===== config.mk =====
export PLATFORM = sky130hd
export DESIGN_NAME = conv_clause_array
export DESIGN_NICKNAME = d
export VERILOG_FILES = /design/src/rtl/conv_clause_array.sv
export SDC_FILE = /design/constraint.sdc
export NUM_CORES = 2
export LEC_CHECK = 0
export CAP_MARGIN = 20
export CELL_PAD_IN_SITES_DETAIL_PLACEMENT = 1
export CELL_PAD_IN_SITES_GLOBAL_PLACEMENT = 2
export CORE_AREA = 2 2 629 631
export DETAILED_ROUTE_END_ITERATION = 6
export DIE_AREA = 0 0 631 633
export DONT_BUFFER_PORTS = 1
export GPL_TIMING_DRIVEN = 0
export PLACE_DENSITY = 0.33
export REMOVE_ABC_BUFFERS = 1
export SYNTH_ARGS = -nofsm -noshare
export SYNTH_HDL_FRONTEND = slang
export SYNTH_SLANG_ARGS = --single-unit

===== constraint.sdc =====
create_clock -name clk -period 4.6 [get_ports clk]
set_input_delay 0.92 -clock clk [delete_from_list [all_inputs] [get_ports clk]]
set_output_delay 0.92 -clock clk [all_outputs]
set_load 0.02 [all_outputs]

===== src/rtl/conv_clause_array.sv =====
// Convolution clause stage: one trained clause evaluated over a window
// stream on parallel PEs, with a registered forward path for chaining.
module conv_clause_array #(
  parameter int NUM_PE = 8,
  parameter int IMG_W = 32,
  parameter int IMG_H = 32,
  parameter int PATCH_MAX = 7,
  localparam int P2 = PATCH_MAX * PATCH_MAX,
  localparam int CLAUSE_W = 2 * (IMG_H + IMG_W + P2)
) (
  input  logic                    clk,
  input  logic                    rst,
  input  logic                    img_rst,
  input  logic [2:0]              cfg_patch_size,
  input  logic [CLAUSE_W-1:0]     clause_in,
  input  logic                    clause_valid,
  output logic                    clause_ready,
  input  logic                    win_valid,
  input  logic                    win_last,
  input  logic [NUM_PE-1:0]       win_pe_en,
  input  logic [NUM_PE*P2-1:0]    win_patch,
  input  logic [IMG_W-1:0]        win_x,
  input  logic [NUM_PE*IMG_H-1:0] win_y,
  input  logic                    prev_clause_op,
  output logic                    clause_op,
  output logic                    clause_done,
  output logic                    busy,
  output logic                    fwd_valid,
  output logic                    fwd_last,
  output logic [NUM_PE-1:0]       fwd_pe_en,
  output logic [NUM_PE*P2-1:0]    fwd_patch,
  output logic [IMG_W-1:0]        fwd_x,
  output logic [NUM_PE*IMG_H-1:0] fwd_y
);

  localparam int XO = IMG_H;
  localparam int YEO = IMG_H + IMG_W;
  localparam int XEO = 2 * IMG_H + IMG_W;
  localparam int LIO = 2 * (IMG_H + IMG_W);
  localparam int LEO = LIO + P2;

  typedef enum logic [1:0] {IDLE, ARMED, FLUSH, DONE} state_t;

  state_t state;
  logic [CLAUSE_W-1:0] clause_q;
  logic [2:0] ps_q;
  logic acc;
  logic flush_cnt;

  logic [IMG_H-1:0] y_inc, y_exc, ydc;
  logic [IMG_W-1:0] x_inc, x_exc, xdc;
  logic [P2-1:0] lit_inc, lit_exc, lit_dc;

  logic [NUM_PE-1:0] lit_hit;
  logic [NUM_PE-1:0] pe_hit;
  logic x_hit;
  logic beat_hit;

  logic s1_valid;
  logic [NUM_PE-1:0] s1_lit;
  logic [NUM_PE-1:0] s1_pe_en;
  logic [IMG_W-1:0] s1_x;
  logic [NUM_PE*IMG_H-1:0] s1_y;

  assign y_inc = clause_q[0 +: IMG_H];
  assign x_inc = clause_q[XO +: IMG_W];
  assign y_exc = clause_q[YEO +: IMG_H];
  assign x_exc = clause_q[XEO +: IMG_W];
  assign lit_inc = clause_q[LIO +: P2];
  assign lit_exc = clause_q[LEO +: P2];

  assign clause_ready = (state == IDLE);
  assign busy = (state != IDLE);

  // Don't-care masks for cells outside the active patch / positions
  always_comb begin
    lit_dc = '0;
    xdc = '0;
    ydc = '0;
    for (int r = 0; r < PATCH_MAX; r++)
      for (int c = 0; c < PATCH_MAX; c++)
        lit_dc[r*PATCH_MAX+c] = (r >= int'(ps_q)) || (c >= int'(ps_q));
    for (int i = 0; i < IMG_W; i++)
      xdc[i] = i > IMG_W - int'(ps_q);
    for (int i = 0; i < IMG_H; i++)
      ydc[i] = i > IMG_H - int'(ps_q);
  end

  // Stage-1 literal match per PE
  always_comb begin
    lit_hit = '0;
    for (int k = 0; k < NUM_PE; k++)
      lit_hit[k] =
        (&(win_patch[k*P2 +: P2] | ~lit_inc | lit_dc)) &
        (&(~win_patch[k*P2 +: P2] | ~lit_exc | lit_dc));
  end

  // Stage-2 position match and beat result
  always_comb begin
    pe_hit = '0;
    for (int k = 0; k < NUM_PE; k++)
      pe_hit[k] = s1_pe_en[k] & s1_lit[k] &
        (&(s1_y[k*IMG_H +: IMG_H] | ~y_inc | ydc)) &
        (&(~s1_y[k*IMG_H +: IMG_H] | ~y_exc | ydc));
    x_hit = (&(s1_x | ~x_inc | xdc)) & (&(~s1_x | ~x_exc | xdc));
    beat_hit = s1_valid & x_hit & (|pe_hit);
  end

  // Stage-1 valid; only beats seen while armed enter the pipe
  always_ff @(posedge clk) begin
    if (rst || img_rst) s1_valid <= 1'b0;
    else s1_valid <= win_valid && (state == ARMED);
  end

  // Stage-1 data registers
  always_ff @(posedge clk) begin
    s1_lit <= lit_hit;
    s1_pe_en <= win_pe_en;
    s1_x <= win_x;
    s1_y <= win_y;
  end

  // Clause sequencing FSM and OR accumulator
  always_ff @(posedge clk) begin
    if (rst) begin
      state <= IDLE;
      clause_q <= '0;
      ps_q <= '0;
      acc <= 1'b0;
      flush_cnt <= 1'b0;
      clause_op <= 1'b0;
      clause_done <= 1'b0;
    end else if (img_rst) begin
      state <= IDLE;
      acc <= 1'b0;
      flush_cnt <= 1'b0;
      clause_op <= 1'b0;
      clause_done <= 1'b0;
    end else begin
      clause_done <= 1'b0;
      clause_op <= 1'b0;
      if (beat_hit) acc <= 1'b1;
      unique case (state)
        IDLE: begin
          if (clause_valid) begin
            clause_q <= clause_in;
            if (cfg_patch_size == 3'd0 || int'(cfg_patch_size) > PATCH_MAX)
              ps_q <= 3'(PATCH_MAX);
            else
              ps_q <= cfg_patch_size;
            state <= ARMED;
          end
        end
        ARMED: begin
          if (win_valid && win_last) begin
            state <= FLUSH;
            flush_cnt <= 1'b0;
          end
        end
        FLUSH: begin
          if (flush_cnt) begin
            state <= DONE;
            clause_done <= 1'b1;
            clause_op <= acc | beat_hit | prev_clause_op;
          end else begin
            flush_cnt <= 1'b1;
          end
        end
        DONE: begin
          state <= IDLE;
          acc <= 1'b0;
        end
      endcase
    end
  end

  // Forward path: one-cycle copy of the window stream
  always_ff @(posedge clk) begin
    if (rst) begin
      fwd_valid <= 1'b0;
      fwd_last <= 1'b0;
      fwd_pe_en <= '0;
      fwd_patch <= '0;
      fwd_x <= '0;
      fwd_y <= '0;
    end else begin
      fwd_valid <= win_valid;
      fwd_last <= win_last;
      fwd_pe_en <= win_pe_en;
      fwd_patch <= win_patch;
      fwd_x <= win_x;
      fwd_y <= win_y;
    end
  end

endmodule


==> metrics.md <==
| Metric | Value |
|---|---|
| Hold Crit Class | `primary input to flip-flop` |
| CTS H-tree lvls | `4` |
| Arr. time, crit path | `5190 ps` |
| CTS tree | `done` |
| PortBufs | `0` |
| GPL Wtd Cong | `0.871` |
| Mapped Area | `0.0426 mm^2` |
| Post-synth top cells | `dfxtp_1 (1,230), nor2b_1 (699), nand2_1 (530)` |
| DR vias/cell | `3.49` |
| Overflow after GRT | `0` |
| DRT Pass-1 Iters | `5` |
| Slew HR | `0.0931` |
| CP max-delay cell | `a2111oi_2` |
| Slowest Stage Delay on Critical Path | `550 ps` |
| Largest net degree at the start of global routing | `206` |
| Critical Path End Type | `flip-flop` |
| Sw power | `0.00823 W` |
| Area growth from synthesis to final layout | `36.7%` |
| Post-route DRC | `0` |
| Clock network power share | `0.495` |
| Final worst path period share | `0.954` |
| Req. time, crit path | `5400 ps` |
| IO Count | `1,618` |
| RSZ-0062 raised after global routing | `false` |
| M3 GR Usage | `0.0762` |
| Cell taking the most area after synthesis | `dfxtp_1` |
| Die area | `0.399 mm^2` |
| Placement Cell Area | `0.0488 mm^2` |
| Net count, final | `5,334` |
| Final wirelength | `363,000 um` |
| Grt met1 use | `0.221` |
| Clock period minus worst slack | `4390 ps` |
| Switching Share | `0.284` |
| Clock-pin slew on the worst setup and hold paths | `60 ps` |
| Die Ht | `633 um` |
| Post-synthesis sequential area ratio | `0.578` |
| CTS Buf Count | `171` |
| Met2 usage | `0.271` |
| CTS root buf | `clkbuf_16` |
| Post-DR wirelength/cell | `36.7 um` |
| Most frequent cell after synthesis | `dfxtp_1` |
| Layout cell share with drive strength beyond 1 | `0.0933` |
| Post-synth EDFFs | `0` |
| Max cap viols | `0` |
| Horiz. Die Dim | `631 um` |
| Vias in the first global route | `34,711` |
| Finished Cell Area | `0.0582 mm^2` |
| Via count | `34,518` |
| Sequential power share | `0.426` |
| Peak supply drop | `0.259 mV` |
| Synth unique cells | `64` |
| GR peak layer | `met2` |
| Worst slew pin tran | `1360 ps` |
| #FFs+latches synth | `1,230` |
| Async set-reset flop share out of synthesis | `0` |
| First-pass GRT wire length | `442,000 um` |
| DPL Wire Length | `295,000 um` |
| Final core utilization | `0.149` |
| Synthesized area per cell | `10.2 um^2` |
| Starting Density | `0.109` |
| ANT nets after route | `0` |
| Initial DRC Count | `2,532` |
| Fmax | `228 MHz` |
| # rows | `230` |
| Most used DFF post-synth | `dfxtp_1` |
| Tot GR Track Use | `0.174` |
| CTS max path bufs | `4` |
| Final setup skew | `66.3 ps` |
| Int Pwr | `0.0208 W` |
| Sink Count | `1,230` |
| Synthesis Warnings | `0` |
| Pleak | `21.4 nW` |
| Top-area cell type share of the netlist area | `0.578` |
| Core footprint | `0.392 mm^2` |
| PwrDens | `498 mW/mm^2` |
| Logic gate share of total power | `0.078` |
| Final hold vios | `0` |
| Final setup viols | `0` |
| Clock latency at the later pin of the worst-skew pair | `910 ps` |
| Worst Setup Start Kind | `flip-flop` |
| Cells after Synth | `4,168` |
| Synth top area cells | `dfxtp_1 (58%), mux2i_1 (12%), nor2b_1 (10%)` |
| Final Max Slew Viols | `0` |
| Initial antenna violation count | `320` |
| Kind of critical path | `flip-flop to flip-flop` |
| Setup tns final | `0 ps` |
| Total power | `0.0290 W` |
| Largest fanout on the critical path | `15` |
| Status | `finished clean` |
| CP cell instances | `inv_1, ha_1, ha_2, buf_8, inv_1, nand2_4, buf_16, o22ai_1, nor3_1, o21ai_0, buf_4, a2111oi_2, buf_4` |
worst paths after layout:
| kind | startpoint | endpoint | slack, ps | cells after the start |
|---|---|---|---|---|
| max | ps_q[0] | s1_lit[7] | 210 | 13 |
| min | img_rst | state[1] | 110 | 1 |
| max reg2reg | ps_q[0] | s1_lit[7] | 210 | 13 |
| min reg2reg | clause_q[50] | clause_q[50] | 450 | 2 |
metrics by stage:
step                hold WS (ps)  cells  setup WS (ps)
finish                       108   9889            214
global route                33.6   9788           55.8
CTS                         11.4   9748           15.4
detailed placement           449   9139          -1300
global placement             443   9072         -35950
floorplan                    426   3852          -7870
sequential cells by signal, summed over array words and instances (netlist names), 2 cells and up:
register and cells:
fwd_y 256, fwd_patch 392, fwd_x 32, s1_pe_en 8
s1_lit 8, s1_x 32, clause_q 226, s1_y 256
state 2, ps_q 3, fwd_pe_en 8
layout make-up:
type | count | area (um^2)
clock buffers | 236 | 4890
clock inverters | 70 | 1010
diodes | 137 | 343
fillers | 45298 | 334000
inverters | 45 | 176
repair buffers | 374 | 3950
flip-flops and latches | 1230 | 24600
multi-input cells | 2577 | 16700
well taps | 5220 | 6530
cell usage in the layout (no fill, tap or decap), drive strengths merged, types with 32 or more instances in the layout:
cell type | synthesis | layout
nand2 | 530 | 530
dlygate4sd3 | 0 | 296
mux2i | 501 | 501
diode | 0 | 137
o21ai | 46 | 46
o22ai | 38 | 38
dfxtp | 1230 | 1230
nor2b | 699 | 699
nand4 | 62 | 62
clkinv | 0 | 32
a21oi | 288 | 288
inv | 45 | 49
nor2 | 97 | 97
clkbuf | 262 | 236
buf | 53 | 78
timing repair:
action / in CTS / in global routing
hold buffers: 296 / 0
pin swaps: 1 / 0
endpoints found under the hold margin: 296 / 0
gates resized for setup: 15 / 3
setup buffers: 7 / 3
endpoints found under the setup margin: 10 / 4
per-layer routing:
layer / routed length [um] / up-vias
li1: - / 14642
met1: 155000 / 17494
met2: 162000 / 1772
met3: 38200 / 470
met4: 7320 / 140
met5: 996 / -
cells by family after synthesis:
family,Yosys count,share of synthesized area
DFF,1230,0.578
adders and majority gates,11,0.00323
AOI/OAI and AO/OA,527,0.0756
muxes,529,0.125
and+or+nand+nor,1510,0.184
buffers and inverters,361,0.0337
worst max-delay path, delay by kind of cell (launching register included):
| kind | cells | cell delay [ps] |
|---|---|---|
| AND/OR/NAND/NOR | 2 | 880 |
| AO/OA/AOI/OAI | 3 | 900 |
| buffers and inverters | 6 | 1430 |
| adder cells (fa/ha/maj) | 2 | 610 |
| flip-flops | 1 | 410 |
power by group through the flow:
stage          Clock (W)  Sequential (W)  Combinational [W]
2_1_floorplan          0          0.0121           0.000947
3_3_place_gp           0          0.0126            0.00176
3_5_place_dp           0          0.0126            0.00194
4_1_cts           0.0149          0.0124            0.00232
5_1_grt           0.0153          0.0124            0.00244
6_report          0.0144          0.0124            0.00227
Note: power is estimated with default switching activity, not from simulation.
